$ cat config.mk
export PLATFORM = sky130hd
export DESIGN_NAME = uart_fifo_param
export DESIGN_NICKNAME = d
export VERILOG_FILES = /design/src/rtl/uart_fifo_pkg.sv /design/src/rtl/uart_fifo_ram.sv /design/src/rtl/uart_fifo_param.sv
export SDC_FILE = /design/constraint.sdc
export NUM_CORES = 1
export LEC_CHECK = 0
export ABC_AREA = 1
export BUFFER_PORTS_ARGS = -buffer_cell sky130_fd_sc_hd__buf_2
export CAP_MARGIN = 5
export CELL_PAD_IN_SITES_DETAIL_PLACEMENT = 0
export CELL_PAD_IN_SITES_GLOBAL_PLACEMENT = 2
export CORE_MARGIN = 1
export CORE_UTILIZATION = 49
export CTS_BUF_LIST = sky130_fd_sc_hd__clkbuf_8
export CTS_CLUSTER_DIAMETER = 200
export DETAILED_ROUTE_END_ITERATION = 7
export PLACE_DENSITY = 0.87
export SLEW_MARGIN = 20
export SYNTH_ARGS = -nofsm -noshare
export SYNTH_HDL_FRONTEND = slang
export SYNTH_HIERARCHICAL = 1
export SYNTH_SLANG_ARGS = --single-unit
$ cat constraint.sdc
create_clock -name CLK -period 3.4 [get_ports CLK]
set_input_delay 0 -clock CLK [delete_from_list [all_inputs] [get_ports CLK]]
set_output_delay 0 -clock CLK [all_outputs]
set_load 0.01 [all_outputs]
$ cat src/rtl/uart_fifo_pkg.sv
// Shared constants and width helper for the uart_fifo_param FIFO slice.
package uart_fifo_pkg;

  localparam int DEF_DATA_WIDTH = 8;
  localparam int DEF_DEPTH      = 128;
  localparam int AFULL_MARGIN   = 4;
  localparam int DEF_AEMPTY_TH  = 4;
  localparam int DEF_FWFT       = 0;

  localparam int DEPTH_MIN      = 2;
  localparam int DEPTH_MAX      = 1024;
  localparam int DATA_WIDTH_MIN = 1;

  // Ceiling log2; clog2(1) = 0.
  function automatic int clog2(input int value);
    int w;
    w = 0;
    for (int v = value - 1; v > 0; v = v >> 1) w++;
    return w;
  endfunction

endpackage

$ cat src/rtl/uart_fifo_ram.sv
// Simple dual-port storage: synchronous write, asynchronous read, no reset.
// Read data follows raddr_i combinationally; there is no backpressure.
module uart_fifo_ram
  import uart_fifo_pkg::*;
#(
  parameter  int DATA_WIDTH = DEF_DATA_WIDTH,
  parameter  int DEPTH      = DEF_DEPTH,
  localparam int AW         = clog2(DEPTH)
) (
  input  logic                  clk_i,
  input  logic                  we_i,
  input  logic [AW-1:0]         waddr_i,
  input  logic [DATA_WIDTH-1:0] wdata_i,
  input  logic [AW-1:0]         raddr_i,
  output logic [DATA_WIDTH-1:0] rdata_o
);

  logic [DATA_WIDTH-1:0] mem_q [DEPTH];

  always_ff @(posedge clk_i) begin
    if (we_i) mem_q[waddr_i] <= wdata_i;
  end

  assign rdata_o = mem_q[raddr_i];

endmodule

$ cat src/rtl/uart_fifo_param.sv
// Parameterised synchronous FIFO with sticky error flags; 1-cycle registered read or FWFT.
// Writes when FULL and reads when EMPTY are dropped and flagged, never stalled.
module uart_fifo_param
  import uart_fifo_pkg::*;
#(
  parameter  int DATA_WIDTH = DEF_DATA_WIDTH,
  parameter  int DEPTH      = DEF_DEPTH,
  parameter  int AFULL_TH   = DEPTH - AFULL_MARGIN,
  parameter  int AEMPTY_TH  = DEF_AEMPTY_TH,
  parameter  int FWFT       = DEF_FWFT,
  localparam int CW         = clog2(DEPTH + 1)
) (
  input  logic                  CLK,
  input  logic                  RESET,
  input  logic [DATA_WIDTH-1:0] DATA_IN,
  input  logic                  WRB,
  input  logic                  RDB,
  input  logic                  CLR_ERR,
  output logic [DATA_WIDTH-1:0] DATA_OUT,
  output logic                  FULL,
  output logic                  EMPTY,
  output logic                  AFULL,
  output logic                  AEMPTY,
  output logic [CW-1:0]         COUNT,
  output logic                  OVERFLOW,
  output logic                  UNDERFLOW
);

  localparam int PW = clog2(DEPTH);

  if (DATA_WIDTH < DATA_WIDTH_MIN) begin : g_bad_width
    $error("uart_fifo_param: DATA_WIDTH must be >= 1");
  end
  if (DEPTH < DEPTH_MIN || DEPTH > DEPTH_MAX) begin : g_bad_depth
    $error("uart_fifo_param: DEPTH must be within 2..1024");
  end
  if (AFULL_TH < 1 || AFULL_TH > DEPTH) begin : g_bad_afull
    $error("uart_fifo_param: AFULL_TH must be within 1..DEPTH");
  end
  if (AEMPTY_TH < 0 || AEMPTY_TH > DEPTH - 1) begin : g_bad_aempty
    $error("uart_fifo_param: AEMPTY_TH must be within 0..DEPTH-1");
  end
  if (FWFT != 0 && FWFT != 1) begin : g_bad_fwft
    $error("uart_fifo_param: FWFT must be 0 or 1");
  end

  logic [PW-1:0]         wr_ptr_q, wr_ptr_d;
  logic [PW-1:0]         rd_ptr_q, rd_ptr_d;
  logic [CW-1:0]         count_q, count_d;
  logic                  ovf_q, ovf_d;
  logic                  unf_q, unf_d;
  logic [DATA_WIDTH-1:0] dout_q, dout_d;
  logic [DATA_WIDTH-1:0] ram_rdata;
  logic                  full, empty;
  logic                  wr_acc, rd_acc;

  // Explicit wrap so non-power-of-two depths never address past the array.
  function automatic logic [PW-1:0] ptr_inc(input logic [PW-1:0] p);
    return (p == PW'(DEPTH - 1)) ? '0 : p + PW'(1);
  endfunction

  assign full   = (count_q == CW'(DEPTH));
  assign empty  = (count_q == '0);
  assign wr_acc = ~WRB & ~full;
  assign rd_acc = ~RDB & ~empty;

  always_comb begin
    wr_ptr_d = wr_ptr_q;
    rd_ptr_d = rd_ptr_q;
    count_d  = count_q;
    dout_d   = dout_q;
    if (wr_acc) wr_ptr_d = ptr_inc(wr_ptr_q);
    if (rd_acc) begin
      rd_ptr_d = ptr_inc(rd_ptr_q);
      dout_d   = ram_rdata;
    end
    case ({wr_acc, rd_acc})
      2'b10:   count_d = count_q + CW'(1);
      2'b01:   count_d = count_q - CW'(1);
      default: count_d = count_q;
    endcase
    // A new error event in the clearing cycle keeps the flag set.
    ovf_d = (~WRB & full)  | (ovf_q & ~CLR_ERR);
    unf_d = (~RDB & empty) | (unf_q & ~CLR_ERR);
  end

  always_ff @(posedge CLK) begin
    if (RESET) begin
      wr_ptr_q <= '0;
      rd_ptr_q <= '0;
      count_q  <= '0;
      ovf_q    <= 1'b0;
      unf_q    <= 1'b0;
      dout_q   <= '0;
    end else begin
      wr_ptr_q <= wr_ptr_d;
      rd_ptr_q <= rd_ptr_d;
      count_q  <= count_d;
      ovf_q    <= ovf_d;
      unf_q    <= unf_d;
      dout_q   <= dout_d;
    end
  end

  uart_fifo_ram #(
    .DATA_WIDTH (DATA_WIDTH),
    .DEPTH      (DEPTH)
  ) u_ram (
    .clk_i   (CLK),
    .we_i    (wr_acc),
    .waddr_i (wr_ptr_q),
    .wdata_i (DATA_IN),
    .raddr_i (rd_ptr_q),
    .rdata_o (ram_rdata)
  );

  if (FWFT == 1) begin : g_fwft
    assign DATA_OUT = empty ? '0 : ram_rdata;
  end else begin : g_reg
    assign DATA_OUT = dout_q;
  end

  assign FULL      = full;
  assign EMPTY     = empty;
  assign AFULL     = (count_q >= CW'(AFULL_TH));
  assign AEMPTY    = (count_q <= CW'(AEMPTY_TH));
  assign COUNT     = count_q;
  assign OVERFLOW  = ovf_q;
  assign UNDERFLOW = unf_q;

endmodule

Word-level counts from Yosys, hierarchy flattened --
Memories as Yosys holds them, arrays and structs flattened. A register that Yosys moved wholly into a read port is not among the register bits. Index checks and enable logic that the tools add are counted.
Storage, ports and cells: bits in writable memories 1024, memories kept 1, register bits after elaboration 24
Operators by class: reductions and logical operators 2, bitwise operators 13, equality and inequality tests 5, order comparisons 2, add/sub/neg operators 4, mux-type cells 5
Memories:
- u_ram.mem_q | depth 128, width 8, rd ports 1, clocked after memory_dff 1, wr ports 1, line uart_fifo_ram.sv:18 | logic [DATA_WIDTH-1:0] mem_q [DEPTH];
Operator list (count):
- 8-bit case mux with 2 select lines | 1
- 7-bit by 1-bit adder with 7-bit output (second input constant) | 2
- 7-bit == test (second input constant) | 2
- 7-bit 2-to-1 mux | 2
- 8-bit by 1-bit adder with 8-bit output (second input constant) | 1
- 8-bit == test (second input constant) | 1
- 8-bit by 7-bit greater-or-equal comparator with 1-bit output (second input constant) | 1
- 8-bit by 3-bit less-or-equal comparator with 1-bit output (second input constant) | 1
- 8-bit logical NOT | 1
- 8-bit by 1-bit subtractor with 8-bit output (second input constant) | 1
- 1-bit AND | 6
- 1-bit inverter | 5
- 2-bit by 1-bit == test with 1-bit output (second input constant) | 1
- 2-bit == test (second input constant) | 1
- 1-bit 2-to-1 mux | 2
- 1-bit OR | 2
- 2-bit nonzero test | 1

Depth between registers and ports, before layout --
depth after elaboration 5, depth in mapped cells 16, depth with buffers taken out 16

Hierarchy --
The synthesis kept the hierarchy.
Modules (own cells, without submodules):
- uart_fifo_ram | times used 1, cells each 3567, area each 41944.0 um2
- uart_fifo_param | times used 1, cells each 259, area each 1829.3 um2

Worst setup path after synthesis --
OpenSTA, ideal clock, no wires.
path kind flip-flop to flip-flop, start reg count_q[0], in the netlist COUNT[0], end reg count_q[7], in the netlist COUNT[7], stages on the path, launching flop included 15, slack 1000 ps, arrival time 2291 ps, clock period less this slack 2400 ps, setup time 109 ps, path buffers 0, cell sequence dfxtp_1 -> nor2_4 -> nand2_4 -> nor2_2 -> nor2_4 -> inv_4 -> ha_1 -> ha_1 -> or2_2 -> nand3_1 -> nand2_1 -> nand2_1 -> nand3_1 -> nand2_1 -> inv_1
Between the ends: word-level cells in the longest chain between the ends 5
RTL lines:
- start, declared | line uart_fifo_param.sv:49 | logic [CW-1:0] count_q, count_d;
- start signal, assigned | line uart_fifo_param.sv:98 | count_q <= count_d;
- 8-bit == test (*) | line uart_fifo_param.sv:62 | assign full = (count_q == CW'(DEPTH));
- 1-bit inverter (*) | line uart_fifo_param.sv:64 | assign wr_acc = ~WRB & ~full;
- 1-bit AND (*) | line uart_fifo_param.sv:64
- net wr_acc | line uart_fifo_param.sv:55 | logic wr_acc, rd_acc;
- 2-bit by 1-bit == test with 1-bit output or 2-bit == test (tied branches) | line uart_fifo_param.sv:77 | case ({wr_acc, rd_acc})
- 8-bit case mux with 2 select lines or 2-bit nonzero test (tied branches)
The timed path passes the listed nets; every way through them passes the cells marked *. A chain may end at the register's enable or synchronous reset.

Worst setup path in the final report --
start reg count_q[0], in the netlist COUNT[0], end mem u_ram/mem_q[99][4] (netlist name) (enable)
Between the ends: word-level cells in the longest chain between the ends 5
RTL lines:
- 8-bit == test | line uart_fifo_param.sv:62
- 1-bit inverter | line uart_fifo_param.sv:64
- 1-bit AND | line uart_fifo_param.sv:64
- net wr_acc | line uart_fifo_param.sv:55
- 1-bit 2-to-1 mux | line uart_fifo_ram.sv:21 | if (we_i) mem_q[waddr_i] <= wdata_i;
- 1-bit 2-to-1 mux (implied by the code) | line uart_fifo_ram.sv:21
- end, declared | line uart_fifo_ram.sv:18
The timed path passes the listed nets, and every way through them passes these cells.

==> metrics.md <==
| Metric | Value |
|---|---|
| RSZ-0062 raised after global routing | `false` |
| Period utilisation layout | `78.0%` |
| Final Instance Count excl. Fillers | `around 5300` |
| Buf/Inv on CP | `1` |
| PortBufs | `34` |
| Clock Sinks | `about 1100` |
| Final WL | `115 mm` |
| Fin. Hold Viols | `0` |
| Vias in the first global route | `~28000` |
| Number of remaining DRC errors | `0` |
| CP arrival | `3.11 ns` |
| Reg area | `31400 sq um` |
| Detailed router's first-iteration violation count | `2615` |
| Placed Cells | `4934` |
| Fillers | `7689` |
| Worst Tran Pin Value | `1.02 ns` |
| Number of synthesized register bits | `about 1100` |
| Primary FF master, synth | `edfxtp_1` |
| Setup-failing EPs final | `0` |
| CP Cell Sequence | `nor2_4 > nand2_4 > nor2_2 > nor2_4 > buf_4 > nand3_1 > nor2_1` |
| Synth Warn # | `6` |
| Switch share | `between 30 and 40%` |
| Die Area | `90500 sq um` |
| Multi-input logic area | `10800 sq um` |
| Min-delay worst type | `in2reg` |
| Min Tclk post-route | `~2.7 ns` |
| Clock skew | `0.0371 ns` |
| Share of power burned in registers | `45.8%` |
| Fraction of registers with async set/reset | `0%` |
| Reg2reg end | `u_ram/mem_q[99][4]$_DFFE_PP_` |
| Total number of vias | `28955` |
| Pwr Density | `~660 nW/um^2` |
| Inserted Clock Buffers | `169` |
| Post-synth cell types | `34` |
| Slew Viols, Final | `0` |
| Hold Startpoint | `RESET` |
| Worst Setup Start Kind | `register` |
| Synth top area cells | `edfxtp_1, nand2_1, nand3_1, dfxtp_1, nor2_1` |
| Worst setup EP type | `register` |
| Most frequent CP cell | `nor2_4` |
| First-pass GRT wire length | `171 mm` |
| Hold path depth | `3` |
| Congestion Overflow GR | `0` |
| Synth Instances | `around 3800` |
| Count leader, synth | `nand2_1` |
| Share of layout cells above drive strength 1 | `9.95%` |
| Clk buf depth | `3` |
| Yosys top cell area share | `70.2%` |
| Setup Total Neg Slack | `0 ns` |
| CTS tree | `built` |
| Reg2reg path depth | `7` |
| Wire per inst | `21.9 um` |
| Synthesis-to-layout area growth | `11.4%` |
| Worst r2r src | `COUNT[0]$_SDFFE_PP0P_` |
| Sequential-to-total area share from yosys stat | `between 70% and 80%` |
| Leakage power | `17.7 nW` |
| Fmax achieved | `0.377 GHz` |
| First-pass iteration count of the detailed router | `5` |
| H-tree depth | `4` |
| Die Span Y | `301 um` |
| CP max FO | `11` |
| Clock Latency Late Sink | `0.84 ns` |
| Root Buffer | `clkbuf_8` |
| Pin count of the biggest net entering global routing | `139` |
| Core ar. | `88400 sq um` |
| DR vias/cell | `5.51` |
| Worst path slowest cell | `nor2_1` |
| Psw | `10.5 mW` |
| Cell taking the most area after synthesis | `edfxtp_1` |
| Io pins | `35` |
| Die width | `301 um` |
| Antenna Nets Post-Route | `0` |
| Int Power | `roughly 21 mW` |
| Max_slew headroom | `32.3%` |
| Top delay family on crit path | `simple AND/OR/NAND/NOR gates` |
| Status | `complete, no violations` |
| Post-Syn Area | `43800 sq um` |
| GRT Resource Usage Total | `25.6%` |
| Req. time, crit path | `3.86 ns` |
| GP Congestion | `0.828` |
| Starting density of the core | `between 40 and 50%` |
| Max VDD drop | `0.000414 V` |
| Max-Cap Viols | `0` |
| Logic pwr share | `approximately a quarter` |
| Syn_area_per_cell | `11.4 sq um` |
| Rows | `109` |
| Clock Power Share | `30.8%` |
| Worst setup path class | `reg2reg` |
| Worst stage delay on the critical path | `0.78 ns` |
| Worst hold endpoint | `COUNT[0]$_SDFFE_PP0P_` |
| Clock slew at reported path FFs | `0.06 ns` |
| Net Count, Synth | `3849` |
| DP HPWL | `64.2 mm` |
| Synth cell count leaders | `nand2_1, edfxtp_1, nand3_1, nor2_1, buf_2` |
| Final layout net count | `3981` |
| Number of flops mapped to enable cells by yosys | `1024` |
| Initial antenna violation count | `2` |
| Flop-to-flop setup slack | `roughly 0.75 ns` |
| Post-cts repair resize count | `0` |
[power groups by stage]
| stage | Clock [mW] | Combinational, mW | Sequential [mW] |
|---|---|---|---|
| 2_1_floorplan | 0 | 5.05 | 14.8 |
| 3_3_place_gp | 0 | 7.45 | 14.9 |
| 3_5_place_dp | 0 | 7.48 | 14.9 |
| 4_1_cts | 10.0 | 7.52 | 14.6 |
| 5_1_grt | 10.6 | 8.24 | 14.6 |
| 6_report | 9.83 | 7.48 | 14.6 |
[worst reg2reg max path, delay by kind of cell, from the launching register on]
kind	cells	cell delay, ns
AND/OR/NAND/NOR	6	1.57
flip-flops	1	0.47
buffers and inverters	1	0.24
[kinds of logic (layout without fill, tap and decap cells)]
logic type,Yosys count,after routing,share of synthesized area [%]
AND/OR/NAND/NOR,2421,2421,23.7
other,0,2,0
XOR/XNOR,11,11,0.220
flip-flops,1056,1056,71.7
buffers and inverters,292,555,3.63
adder cells (fa/ha/maj),10,10,0.303
AO/OA/AOI/OAI,36,36,0.426
[per-layer routing]
layer / wire [um] / global-route usage, % / part of all wire (%)
met4: 2760 / 8.47 / 2.4
met3: 7930 / 4.29 / 6.9
met1: 50200 / 36.5 / 44
met5: 0 / 0 / 0
met2: 54300 / 40.0 / 47
[cell usage in the layout (no fill, tap or decap), types with 7 or more instances in the layout]
cell type | synthesis | routed
dlygate4sd3_1 | 0 | 18
clkinv_1 | 1 | 53
buf_4 | 40 | 124
nand2_1 | 1274 | 1274
buf_12 | 0 | 30
nor2_1 | 170 | 170
a21oi_1 | 20 | 20
inv_1 | 49 | 94
dfxtp_1 | 32 | 28
edfxtp_1 | 1024 | 1024
nand3_1 | 950 | 950
xor2_1 | 7 | 7
ha_1 | 9 | 9
clkbuf_8 | 0 | 172
nor3_1 | 9 | 9
buf_2 | 121 | 26
o21ai_0 | 8 | 8
clkinv_2 | 0 | 16
[layout make-up]
| type | count | area share, % |
|---|---|---|
| clock buffer | 172 | 4.86 |
| inverter | 55 | 0.488 |
| sequential | 1056 | 64.4 |
| clock inverter | 130 | 1.33 |
| tap | 1165 | 2.99 |
| antenna | 2 | 0.0103 |
| timing repair buffer | 198 | 3.78 |
| multi-input combinational | 2478 | 22.1 |
[worst max-delay path by stage]
stage	start	cells after the start	end	slack (ns)
2_1_floorplan	COUNT[0]$_SDFFE_PP0P_	14	COUNT[7]$_SDFFE_PP0P_	1.00
3_3_place_gp	COUNT[4]$_SDFFE_PP0P_	14	COUNT[5]$_SDFFE_PP0P_	0.76
3_5_place_dp	COUNT[0]$_SDFFE_PP0P_	14	COUNT[5]$_SDFFE_PP0P_	0.77
4_1_cts	COUNT[0]$_SDFFE_PP0P_	14	COUNT[5]$_SDFFE_PP0P_	0.73
5_1_grt	COUNT[0]$_SDFFE_PP0P_	14	COUNT[5]$_SDFFE_PP0P_	0.51
6_report	COUNT[0]$_SDFFE_PP0P_	7	u_ram/mem_q[99][4]$_DFFE_PP_	0.75
[repair_timing]
item / 4_1_cts / 5_1_grt
endpoints found under the hold margin: 744 / 0
hold buffers: 18 / 0
buffers inserted: 0 / 0
[stage by stage]
stage	hold WS [ns]	setup WS (ns)	power (mW)	utilization (%)	instance area [sq um]
after floorplan	0.0989	1.00	19.8	-	43800
after global placement	0.271	0.755	22.3	51.5	45600
after detailed placement	0.272	0.766	22.4	51.5	45600
after CTS	0.0996	0.733	32.2	55.2	48800
after global routing	0.170	0.508	33.5	55.2	48800
final	0.178	0.749	31.9	55.2	48800
[registers in the layout (all words and copies together) (netlist names)]
name,flops
COUNT,8
DATA_OUT,8
OVERFLOW,1
UNDERFLOW,1
rd_ptr_q,7
u_ram/mem_q,1024
wr_ptr_q,7
(Power assumes the default switching activity.)
